[src/rtl/counter_pkg.sv]
// Shared constants for the up/down modulo counter and its prescaler.
//   CNT_UP / CNT_DOWN   : up_dn encodings
//   MODE_WRAP / MODE_SAT: SATURATE parameter values
//   clog2               : bit width needed to hold 0..n-1 (at least 1)
package counter_pkg;
  localparam logic CNT_UP    = 1'b1;
  localparam logic CNT_DOWN  = 1'b0;
  localparam int   MODE_WRAP = 0;
  localparam int   MODE_SAT  = 1;

  // Width of a counter holding 0..n-1; never returns 0 so the vector stays legal.
  function automatic int clog2(input int n);
    int w;
    w = 1;
    while ((1 << w) < n) w++;
    return w;
  endfunction
endpackage

[src/rtl/tick_prescaler.sv]
// Divides enabled cycles into count steps.
//   clk, rst_n : clock, synchronous active-low reset
//   en         : count enable; prescaler holds while low
//   sync_clr   : restarts the prescaler phase (clear or load in the top)
//   step       : high on the enabled cycle that completes PRESCALE enabled cycles
module tick_prescaler
  import counter_pkg::*;
#(
  parameter int PRESCALE = 1
) (
  input  logic clk,
  input  logic rst_n,
  input  logic en,
  input  logic sync_clr,
  output logic step
);
  generate
    if (PRESCALE == 1) begin : g_bypass
      // Every enabled cycle is a step; no state needed.
      assign step = en;
    end else begin : g_div
      localparam int PW = clog2(PRESCALE);
      localparam logic [PW-1:0] LAST = PW'(PRESCALE - 1);

      logic [PW-1:0] psc_q, psc_d;

      assign step = en && (psc_q == LAST);

      always_comb begin
        psc_d = psc_q;
        if (sync_clr)  psc_d = '0;
        else if (step) psc_d = '0;
        else if (en)   psc_d = psc_q + PW'(1);
      end

      always_ff @(posedge clk) begin
        if (!rst_n) psc_q <= '0;
        else        psc_q <= psc_d;
      end
    end
  endgenerate
endmodule

[src/rtl/updown_mod_counter.sv]
// Parametrised up/down modulo counter with load, clear, enable and prescaler.
//   clk, rst_n : clock, synchronous active-low reset
//   en, up_dn  : count enable and direction (1 = up)
//   clr        : clears count, prescaler and ovf
//   ld/ld_value: load (clamped to MAX_VAL), restarts prescaler
//   dout       : registered count, 0..MAX_VAL
//   tc         : one-cycle pulse on a step taken from the bound
//   ovf        : sticky bound-hit flag
module updown_mod_counter
  import counter_pkg::*;
#(
  parameter int          WIDTH    = 8,
  parameter int unsigned MAX_VAL  = (1 << WIDTH) - 1,
  parameter int          SATURATE = MODE_WRAP,
  parameter int          PRESCALE = 1
) (
  input  logic             clk,
  input  logic             rst_n,
  input  logic             en,
  input  logic             up_dn,
  input  logic             clr,
  input  logic             ld,
  input  logic [WIDTH-1:0] ld_value,
  output logic [WIDTH-1:0] dout,
  output logic             tc,
  output logic             ovf
);
  localparam logic [WIDTH-1:0] MAX_V = WIDTH'(MAX_VAL);

  logic [WIDTH-1:0] cnt_q, cnt_d, cnt_step;
  logic             tc_q, tc_d, ovf_q, ovf_d;
  logic             step, at_top, at_bot, bound;

  tick_prescaler #(.PRESCALE(PRESCALE)) u_psc (
    .clk      (clk),
    .rst_n    (rst_n),
    .en       (en),
    .sync_clr (clr | ld),
    .step     (step)
  );

  assign at_top = (cnt_q == MAX_V);
  assign at_bot = (cnt_q == '0);
  assign bound  = (up_dn == CNT_UP) ? at_top : at_bot;

  // Explicit bound compares: never relies on natural 2**WIDTH wrap.
  always_comb begin
    cnt_step = cnt_q;
    if (up_dn == CNT_UP) begin
      if (!at_top)                   cnt_step = cnt_q + WIDTH'(1);
      else if (SATURATE == MODE_SAT) cnt_step = MAX_V;
      else                           cnt_step = '0;
    end else begin
      if (!at_bot)                   cnt_step = cnt_q - WIDTH'(1);
      else if (SATURATE == MODE_SAT) cnt_step = '0;
      else                           cnt_step = MAX_V;
    end
  end

  always_comb begin
    cnt_d = cnt_q;
    tc_d  = 1'b0;
    ovf_d = ovf_q;
    if (clr) begin
      cnt_d = '0;
      ovf_d = 1'b0;
    end else if (ld) begin
      cnt_d = (ld_value > MAX_V) ? MAX_V : ld_value;
    end else if (step) begin
      cnt_d = cnt_step;
      tc_d  = bound;
      ovf_d = ovf_q | bound;
    end
  end

  always_ff @(posedge clk) begin
    if (!rst_n) begin
      cnt_q <= '0;
      tc_q  <= 1'b0;
      ovf_q <= 1'b0;
    end else begin
      cnt_q <= cnt_d;
      tc_q  <= tc_d;
      ovf_q <= ovf_d;
    end
  end

  assign dout = cnt_q;
  assign tc   = tc_q;
  assign ovf  = ovf_q;
endmodule

[config.mk]
export PLATFORM = sky130hd
export DESIGN_NAME = updown_mod_counter
export DESIGN_NICKNAME = d
export VERILOG_FILES = /design/src/rtl/counter_pkg.sv /design/src/rtl/tick_prescaler.sv /design/src/rtl/updown_mod_counter.sv
export SDC_FILE = /design/constraint.sdc
export NUM_CORES = 1
export LEC_CHECK = 0
export BUFFER_PORTS_ARGS = -buffer_cell sky130_fd_sc_hd__buf_2
export CORE_MARGIN = 5
export CORE_UTILIZATION = 40
export DETAILED_ROUTE_END_ITERATION = 12
export HOLD_SLACK_MARGIN = 0.15
export SETUP_SLACK_MARGIN = 0.05
export SYNTH_ARGS = -nofsm -noshare
export SYNTH_HDL_FRONTEND = slang
export SYNTH_SLANG_ARGS = --single-unit
[constraint.sdc]
create_clock -name clk -period 2.1 [get_ports clk]
set_input_delay 0.105 -clock clk [delete_from_list [all_inputs] [get_ports clk]]
set_output_delay 0.105 -clock clk [all_outputs]
set_load 0.05 [all_outputs]
==> results of run 1 <==
==> timing repair <==
| item | in CTS | in global routing |
|---|---|---|
| gates resized for setup | 0 | 0 |
| hold buffers | 3 | 0 |
| setup endpoints to repair | 0 | 0 |
| hold endpoints to repair | 3 | 0 |
==> flip-flops by register name (all words and copies together), names as in the netlist <==
signal  cells
dout        8
ovf         1
tc          1
==> cells by family (layout without fill, tap and decap cells) <==
logic type      after synthesis  count (layout)  share of synthesized area
compound gates               36              36                      0.265
xor+xnor                      7               7                     0.0690
fa+ha+maj                     3               3                     0.0423
buf+inv                      16              35                     0.0873
flops                        10              10                      0.225
mux                           1               1                     0.0113
simple gates                 44              44                      0.300
==> routing by layer <==
metal  wire length, µm  vias to the layer above  part of all wire
met5                 0                        -                 0
met3               154                        2             0.061
li1                  -                      465                 -
met4                15                        0            0.0059
met1              1170                      448              0.46
met2              1210                       43              0.47
==> worst reg2reg max path: stages, from the launching register on <==
cell and delay, ns:
dfxtp_2 0.38, inv_1 0.12, ha_1 0.22, or3b_2 0.45
o22ai_1 0.22, and4_1 0.23, a211oi_2 0.04
==> through the flow <==
step	hold WS [ns]	utilization	power, mW
6_report	0.147	0.479	0.522
5_1_grt	0.173	0.479	0.548
4_1_cts	0.154	0.479	0.523
3_5_place_dp	0.377	0.454	0.385
3_3_place_gp	0.371	0.454	0.382
2_1_floorplan	0.269	-	0.346
==> cells in the final DEF (no fill, tap or decap), types with 3 or more instances in the layout <==
master	netlist	routed
a21oi_1	10	10
a31oi_1	4	4
and3_1	3	3
buf_2	7	23
clkbuf_4	0	3
dfxtp_1	10	8
dlygate4sd3_1	0	3
ha_1	3	3
inv_1	6	6
nand2_1	6	6
nand3_1	5	5
nand4_1	3	3
nor2_1	7	7
nor3_1	3	3
nor3b_1	4	4
o21ai_0	7	7
xnor2_1	3	3
xor2_1	4	4
==> final cells by class <==
| class | count | area, µm² | area share |
|---|---|---|---|
| Multi-Input combinational cell | 91 | 611 | 0.588 |
| Sequential cell | 10 | 203 | 0.195 |
| Timing Repair Buffer | 26 | 145 | 0.140 |
| Tap cell | 28 | 35.0 | 0.0337 |
| Clock buffer | 3 | 22.5 | 0.0217 |
| Inverter | 6 | 22.5 | 0.0217 |
==> worst min path at each step <==
stage                     start  endpoint  slack (ns)  depth (start not counted)
floorplan           ld_value[1]   dout[1]        0.27                          2
global placement    ld_value[4]   dout[4]        0.37                          2
detailed placement  ld_value[4]   dout[4]        0.38                          2
CTS                 ld_value[2]   dout[2]        0.15                          3
global route        ld_value[2]   dout[2]        0.17                          3
finish              ld_value[2]   dout[2]        0.15                          3
==> power by group through the flow <==
stage / Clock, mW / Sequential (mW) / Combinational, mW
6_report: 0.135 / 0.220 / 0.166
5_1_grt: 0.144 / 0.223 / 0.181
4_1_cts: 0.138 / 0.220 / 0.166
3_5_place_dp: 0 / 0.224 / 0.161
3_3_place_gp: 0 / 0.223 / 0.159
2_1_floorplan: 0 / 0.237 / 0.109
==> results.yml, run 1 <==
synthesis:
  synth_area_leaders: "dfxtp_1 23%, a21oi_1 5.6%, ha_1 4.2%, buf_2 3.9%, o21ai_0 3.9%"
  synthArstFlopShare: 0
  ys_types: 42
  synth_nets: 134
  syn_area_per_cell_um2: 7.59
  synth_seq_area_share: 0.225
  synth_edf_count: 0
  synth_cells: 117
  yosysWarnings: 0
  yosys.area.top_type: "dfxtp_1"
  synth_common_cells: "10 x a21oi_1, 10 x dfxtp_1, 7 x buf_2, 7 x nor2_1, 7 x o21ai_0"
  synth_top_area_share: 0.225
  syn_area_um2: 888
  synthFlopType: "dfxtp_1"
  ys_seq_elements: 10
timing:
  finalHoldViolations: 0
  layout_setup_ws_ns: 0.311
  tightest_slew_ns: 0.515
  rsz0062_at_grt: "no"
  final.setup.tns_ns: 0
  fin_crit_ns: 1.79
  fmax_ghz: 0.559
  fin_crit_sh: 0.852
  finalSetupViolations: 0
  relSlewSlack: 0.656
  slew_viol_final: 0
  skew_ns: 0.0115
routing:
  vias: 958
  first_iter_violations: 29
  wl_per_cell_um: 15.5
  dr.pass1.iters: 5
  remaining_drc_errors: 0
  wl_mm: 2.55
  drtAntennaViolNets: 0
  viasPerCell: 5.84
place:
  gp_routability_congestion: 0.914
  detailed_place_hpwl_mm: 1.87
  post-place-ws_ns: 0.353
  io_buffers: 23
  placed_cell_area_um2: 986
  dp.cells: 158
finish:
  fill_cells: 239
  syn_to_final_growth_pct: 16.9
  final_cell_count_no_fill: 164
  diodes: 0
  layout-drive-gt1-share: 0.250
  finalNetCount: 155
  fin_area_mm2: 0.00104
critical_path:
  cp_slowest_stage_delay_ns: 0.45
  critPathSlowestCell: "or3b_2"
  r2r_end: "dout[6]"
  cp-start-kind: "flop"
  worst-path-buf-inv: 1
  critPathMaxFanout: 11
  critical_path.top_delay_family: "simple AND/OR/NAND/NOR gates"
  reg2reg_slack_ns: 0.31
  crit_start: "dout[0]"
  cp.depth: 6
  timing.rr.start: "dout[0]"
  arrival_ns: 1.93
  cp-endpoint: "dout[6]"
  r2r_cells: 6
  required_ns: 2.25
  end_kind: "flop"
  worstPathCellList: "inv_1 > ha_1 > or3b_2 > o22ai_1 > and4_1 > a211oi_2"
  critPathKind: "flop to flop"
hold_path:
  hold_path_class: "input port to flop"
floorplan:
  core_mm2: 0.00217
  rows: 17
  die_width_um: 57.1
  io_pins: 24
  die_h_um: 57.1
  die_area_mm2: 0.00326
  initial_core_util: 0.409
clocking:
  cts_buffer_depth: 2
  cts_root_buf: "clkbuf_4"
  clock_latency_ns: 0.27
  cts_tree: "yes"
  htree_levels: 1
  cts.sinks: 10
  cts_setup_buffers: 0
  cts_buffers: 3
  clkTransAtPathRegs_ns: 0.08
grt:
  track_usage: 0.166
  met2_usage: 0.274
  gr-usage-met3: 0.0204
  grt_pass1_vias: 960
  grt_pass1_wl_mm: 4.39
  grt_overflow: 0
  grt_use_met1: 0.225
  grt_start_max_net_pins: 14
  busiest_layer: "met2"
  antenna_found_initial: 0
job:
  cap_violations: 0
pwr:
  power_frac_seq: 0.422
  power_frac_comb: 0.319
  power.density_mw_per_mm2: 502
  p_sw_mw: 0.190
  clock_power_share: 0.259
  vdd_drop_max_mv: 0.279
  p_int_mw: 0.331
  swShare: 0.365
  cellLeakagePower_nw: 0.434
outcome:
  status: "complete, no violations"
Note: power is estimated with default switching activity, not from simulation.
==> run 2: changes to the inputs <==
==> constraint.sdc (replaced) <==
create_clock -name clk -period 2.1 [get_ports clk]
set_input_delay 0 -clock clk [delete_from_list [all_inputs] [get_ports clk]]
set_output_delay 0 -clock clk [all_outputs]
set_load 0.1 [all_outputs]
==> run 2 against run 1 <==
Die area did not move. Combinational power rose by 28%. Routed wire length rose by 0.83%. Highest routed layer unchanged. Largest cell class unchanged. First-iteration DRC count rose by 14%. Critical endpoint unchanged. Worst setup slack got worse by 0.00078 ns. Hold slack improved by 0.0071 ns. Utilization rose by 5.5 points. Final area rose by 12%. Sequential share of layout area fell by 1.3 points.
==> results.yml, run 2 (same netlist as run 1, synthesis figures left out) <==
outcome:
  status: "complete, no violations"
finish:
  largest_reg_flops: 8
  diodes: 0
  final_cell_count_no_fill: 175
  layout_common_cells: "23 x buf_2, 12 x dlygate4sd3_1, 10 x a21oi_1, 7 x nor2_1, 7 x o21ai_0"
  layout-drive-gt1-share: 0.265
  seq_area_um2: 211
  fill_cells: 219
  multi_input_area_um2: 611
  finalNetCount: 165
  syn_to_final_growth_pct: 30.4
  layout_commonest_cell: "buf_2"
clocking:
  cts_buffers: 3
  cts_buffer_depth: 2
  cts_tree: "yes"
  htree_levels: 1
  cts_resized: 0
  clkTransAtPathRegs_ns: 0.08
  cts.sinks: 10
  clock_latency_ns: 0.28
  cts_root_buf: "clkbuf_4"
floorplan:
  io_pins: 24
  die_width_um: 57.1
  initial_core_util: 0.409
  core_mm2: 0.00217
  die_area_mm2: 0.00326
  rows: 17
  die_h_um: 57.1
routing:
  vias: 1025
  first_iter_violations: 33
  viasPerCell: 5.86
  wl_mm: 2.57
  dr.pass1.iters: 4
  wl_per_cell_um: 14.7
  drtAntennaViolNets: 0
  remaining_drc_errors: 0
pwr:
  vdd_drop_max_mv: 0.307
  cellLeakagePower_nw: 0.484
  power.density_mw_per_mm2: 530
grt:
  grt_overflow: 0
  track_usage: 0.161
  antenna_found_initial: 0
  grt_pass1_vias: 890
  grt_start_max_net_pins: 14
  grt_pass1_wl_mm: 4.17
timing:
  relSlewSlack: 0.675
  final.setup.tns_ns: 0
  tightest_slew_ns: 0.491
  finalHoldViolations: 0
  rsz0062_at_grt: "no"
  skew_ns: 0.00451
  fmax_ghz: 0.559
  layout_setup_ws_ns: 0.311
  fin_crit_sh: 0.852
  hold_ws_ns: 0.154
  fin_crit_ns: 1.79
  slew_viol_final: 0
  finalSetupViolations: 0
critical_path:
  worstPathCellList: "inv_1 > ha_1 > or4b_4 > nor3_2 > o21ai_1 > a211oi_2"
  worst-path-buf-inv: 1
  critPathKind: "flop to flop"
  cp-start-kind: "flop"
  critical_path.top_delay_family: "simple AND/OR/NAND/NOR gates"
  critPathMaxFanout: 11
  end_kind: "flop"
  critPathSlowestCell: "or4b_4"
  required_ns: 2.30
  arrival_ns: 1.99
  cp_slowest_stage_delay_ns: 0.49
place:
  gp_routability_congestion: 0.929
  post-place-ws_ns: 0.369
  io_buffers: 23
  detailed_place_hpwl_mm: 1.85
  dp.cells: 159
hold_path:
  hold_path_class: "input port to flop"
job:
  cap_violations: 0
==> run 2: through the flow <==
stage	total power, mW	util	instance area, µm²
floorplan	0.376	-	900
global placement	0.413	0.462	1000
detailed placement	0.414	0.462	1000
CTS	0.616	0.534	1160
global route	0.639	0.534	1160
finish	0.614	0.534	1160
==> run 2: per-layer routing <==
metal | GRT usage | vias to the layer above | wire (µm)
met4 | 0.0828 | 0 | 57
met5 | 0 | - | 0
li1 | - | 494 | -
met3 | 0.0226 | 7 | 187
met1 | 0.218 | 476 | 1120
met2 | 0.248 | 48 | 1210
==> run 2: cell type report <==
cell class | count | share of cell area
clock buffer | 4 | 0.0313
inverter | 6 | 0.0194
multi-input combinational | 91 | 0.527
sequential | 10 | 0.183
tap | 28 | 0.0302
timing repair buffer | 36 | 0.210
==> run 2: repair_timing <==
| action | CTS | global route |
|---|---|---|
| hold buffers | 12 | 0 |
| hold endpoints to repair | 8 | 0 |
| setup buffers | 0 | 0 |
==> run 2: worst reg2reg max path, stage by stage (launching register included) <==
cell      delay [ns]
dfxtp_4         0.38
inv_1           0.11
ha_1            0.19
or4b_4          0.50
nor3_2          0.22
o21ai_1         0.13
a211oi_2        0.18
==> run 2: final timing paths <==
| check | start | endpoint | slack [ns] | depth (start not counted) |
|---|---|---|---|---|
| worst max-delay path | dout[0] | dout[6] | 0.31 | 6 |
| worst min-delay path | rst_n | tc | 0.15 | 3 |
| worst max register to register | dout[0] | dout[6] | 0.31 | 6 |
| worst min register to register | ovf | ovf | 0.45 | 2 |
==> run 2: report_power, final <==
part | internal, mW | switching, mW | total, mW
registers | 0.197 | 0.0195 | 0.217
clock network | 0.106 | 0.0781 | 0.184
logic | 0.0791 | 0.134 | 0.213
==> run 3: changes to the inputs <==
Settings changed: BUFFER_PORTS_ARGS -buffer_cell sky130_fd_sc_hd__buf_2 to -buffer_cell sky130_fd_sc_hd__buf_4, RECOVER_POWER set to 50.
==> run 3 against run 2 <==
Sequential share of layout area shrank 0.46 points. Register-to-register slack got worse by 0.09 ns. Routed wire length grew 8.4%. Count of clock-buffer cells in the layout unchanged. Worst setup slack got worse by 0.090 ns. Largest power group is now combinational cells.
==> results.yml, run 3 (same netlist as run 1, synthesis figures left out) <==
outcome:
  status: "complete, no violations"
floorplan:
  io_pins: 24
  die_width_um: 57.1
  rows: 17
  core_mm2: 0.00217
  die_h_um: 57.1
  initial_core_util: 0.409
  die_area_mm2: 0.00326
grt:
  antenna_found_initial: 0
  grt_start_max_net_pins: 14
  grt_overflow: 0
  grt_pass1_vias: 948
  track_usage: 0.172
  grt_pass1_wl_mm: 4.44
timing:
  hold_ws_ns: 0.156
  relSlewSlack: 0.221
  finalSetupViolations: 0
  fin_crit_sh: 0.895
  fin_crit_ns: 1.88
  layout_setup_ws_ns: 0.220
  finalHoldViolations: 0
  fmax_ghz: 0.532
  final.setup.tns_ns: 0
  rsz0062_at_grt: "no"
  slew_viol_final: 0
  skew_ns: 0.00931
  tightest_slew_ns: 1.17
finish:
  final_cell_count_no_fill: 177
  utilization: 0.548
  largest_reg_flops: 8
  fin_area_mm2: 0.00119
  diodes: 0
  layout-drive-gt1-share: 0.188
  syn_to_final_growth_pct: 33.8
  finalNetCount: 167
  layout_common_cells: "14 x dlygate4sd3_1, 14 x buf_4, 11 x clkbuf_1, 10 x a21oi_1"
place:
  detailed_place_hpwl_mm: 1.94
  gp_routability_congestion: 0.924
  dp.cells: 159
  io_buffers: 23
  post-place-ws_ns: 0.369
  placed_cell_area_mm2: 0.00106
clocking:
  htree_levels: 1
  cts_hold_buf: 14
  cts_setup_buffers: 0
  cts_buffers: 3
  clock_latency_ns: 0.28
  cts_buffer_depth: 2
  cts_root_buf: "clkbuf_4"
  clkTransAtPathRegs_ns: 0.08
  cts.sinks: 10
  cts_tree: "yes"
  cts_resized: 0
pwr:
  power.density_mw_per_mm2: 497
  cellLeakagePower_nw: 0.457
  vdd_drop_max_mv: 0.356
  power_mw: 0.591
routing:
  wl_mm: 2.78
  wl_per_cell_um: 15.7
  drtAntennaViolNets: 0
  dr.pass1.iters: 4
  viasPerCell: 5.80
  first_iter_violations: 62
  remaining_drc_errors: 0
  vias: 1027
critical_path:
  cp-start-kind: "flop"
  arrival_ns: 2.10
  end_kind: "flop"
  critPathKind: "flop to flop"
  critPathMaxFanout: 11
  reg2reg_slack_ns: 0.22
  required_ns: 2.32
job:
  cap_violations: 0
hold_path:
  hold_path_class: "input port to flop"
[run 3: critical path, cell delays in order, from the launching register on]
cell and delay, ns:
dfxtp_4 0.41, inv_1 0.09, ha_1 0.32, xnor2_1 0.13
mux2i_1 0.08, a211oi_1 0.22, dlygate4sd3_1 0.57
[run 3: final cells by class]
cell class	instances	area, µm²
Clock buffer	4	26.3
Fill cell	222	981
Inverter	6	22.5
Multi-Input combinational cell	91	611
Sequential cell	10	211
Tap cell	28	35.0
Timing Repair Buffer	38	283
[run 3: per-layer routing]
| layer | vias to the layer above | part of all wire | global-route usage |
|---|---|---|---|
| li1 | 497 | - | - |
| met1 | 463 | 0.43 | 0.223 |
| met2 | 56 | 0.45 | 0.281 |
| met3 | 11 | 0.087 | 0.0271 |
| met4 | 0 | 0.031 | 0.0762 |
| met5 | - | 0 | 0 |
[run 3: final timing paths]
kind	to	from	depth (start not counted)
setup / recovery	dout[1]	dout[0]	6
hold / removal	dout[3]	ld_value[3]	5
setup reg to reg	dout[1]	dout[0]	6
hold reg to reg	ovf	ovf	2
[run 3: power breakdown]
part	switching (mW)	internal, mW	total, mW
logic	0.136	0.0863	0.223
clock network	0.0763	0.0737	0.150
registers	0.0205	0.197	0.218
total	0.233	0.357	0.591
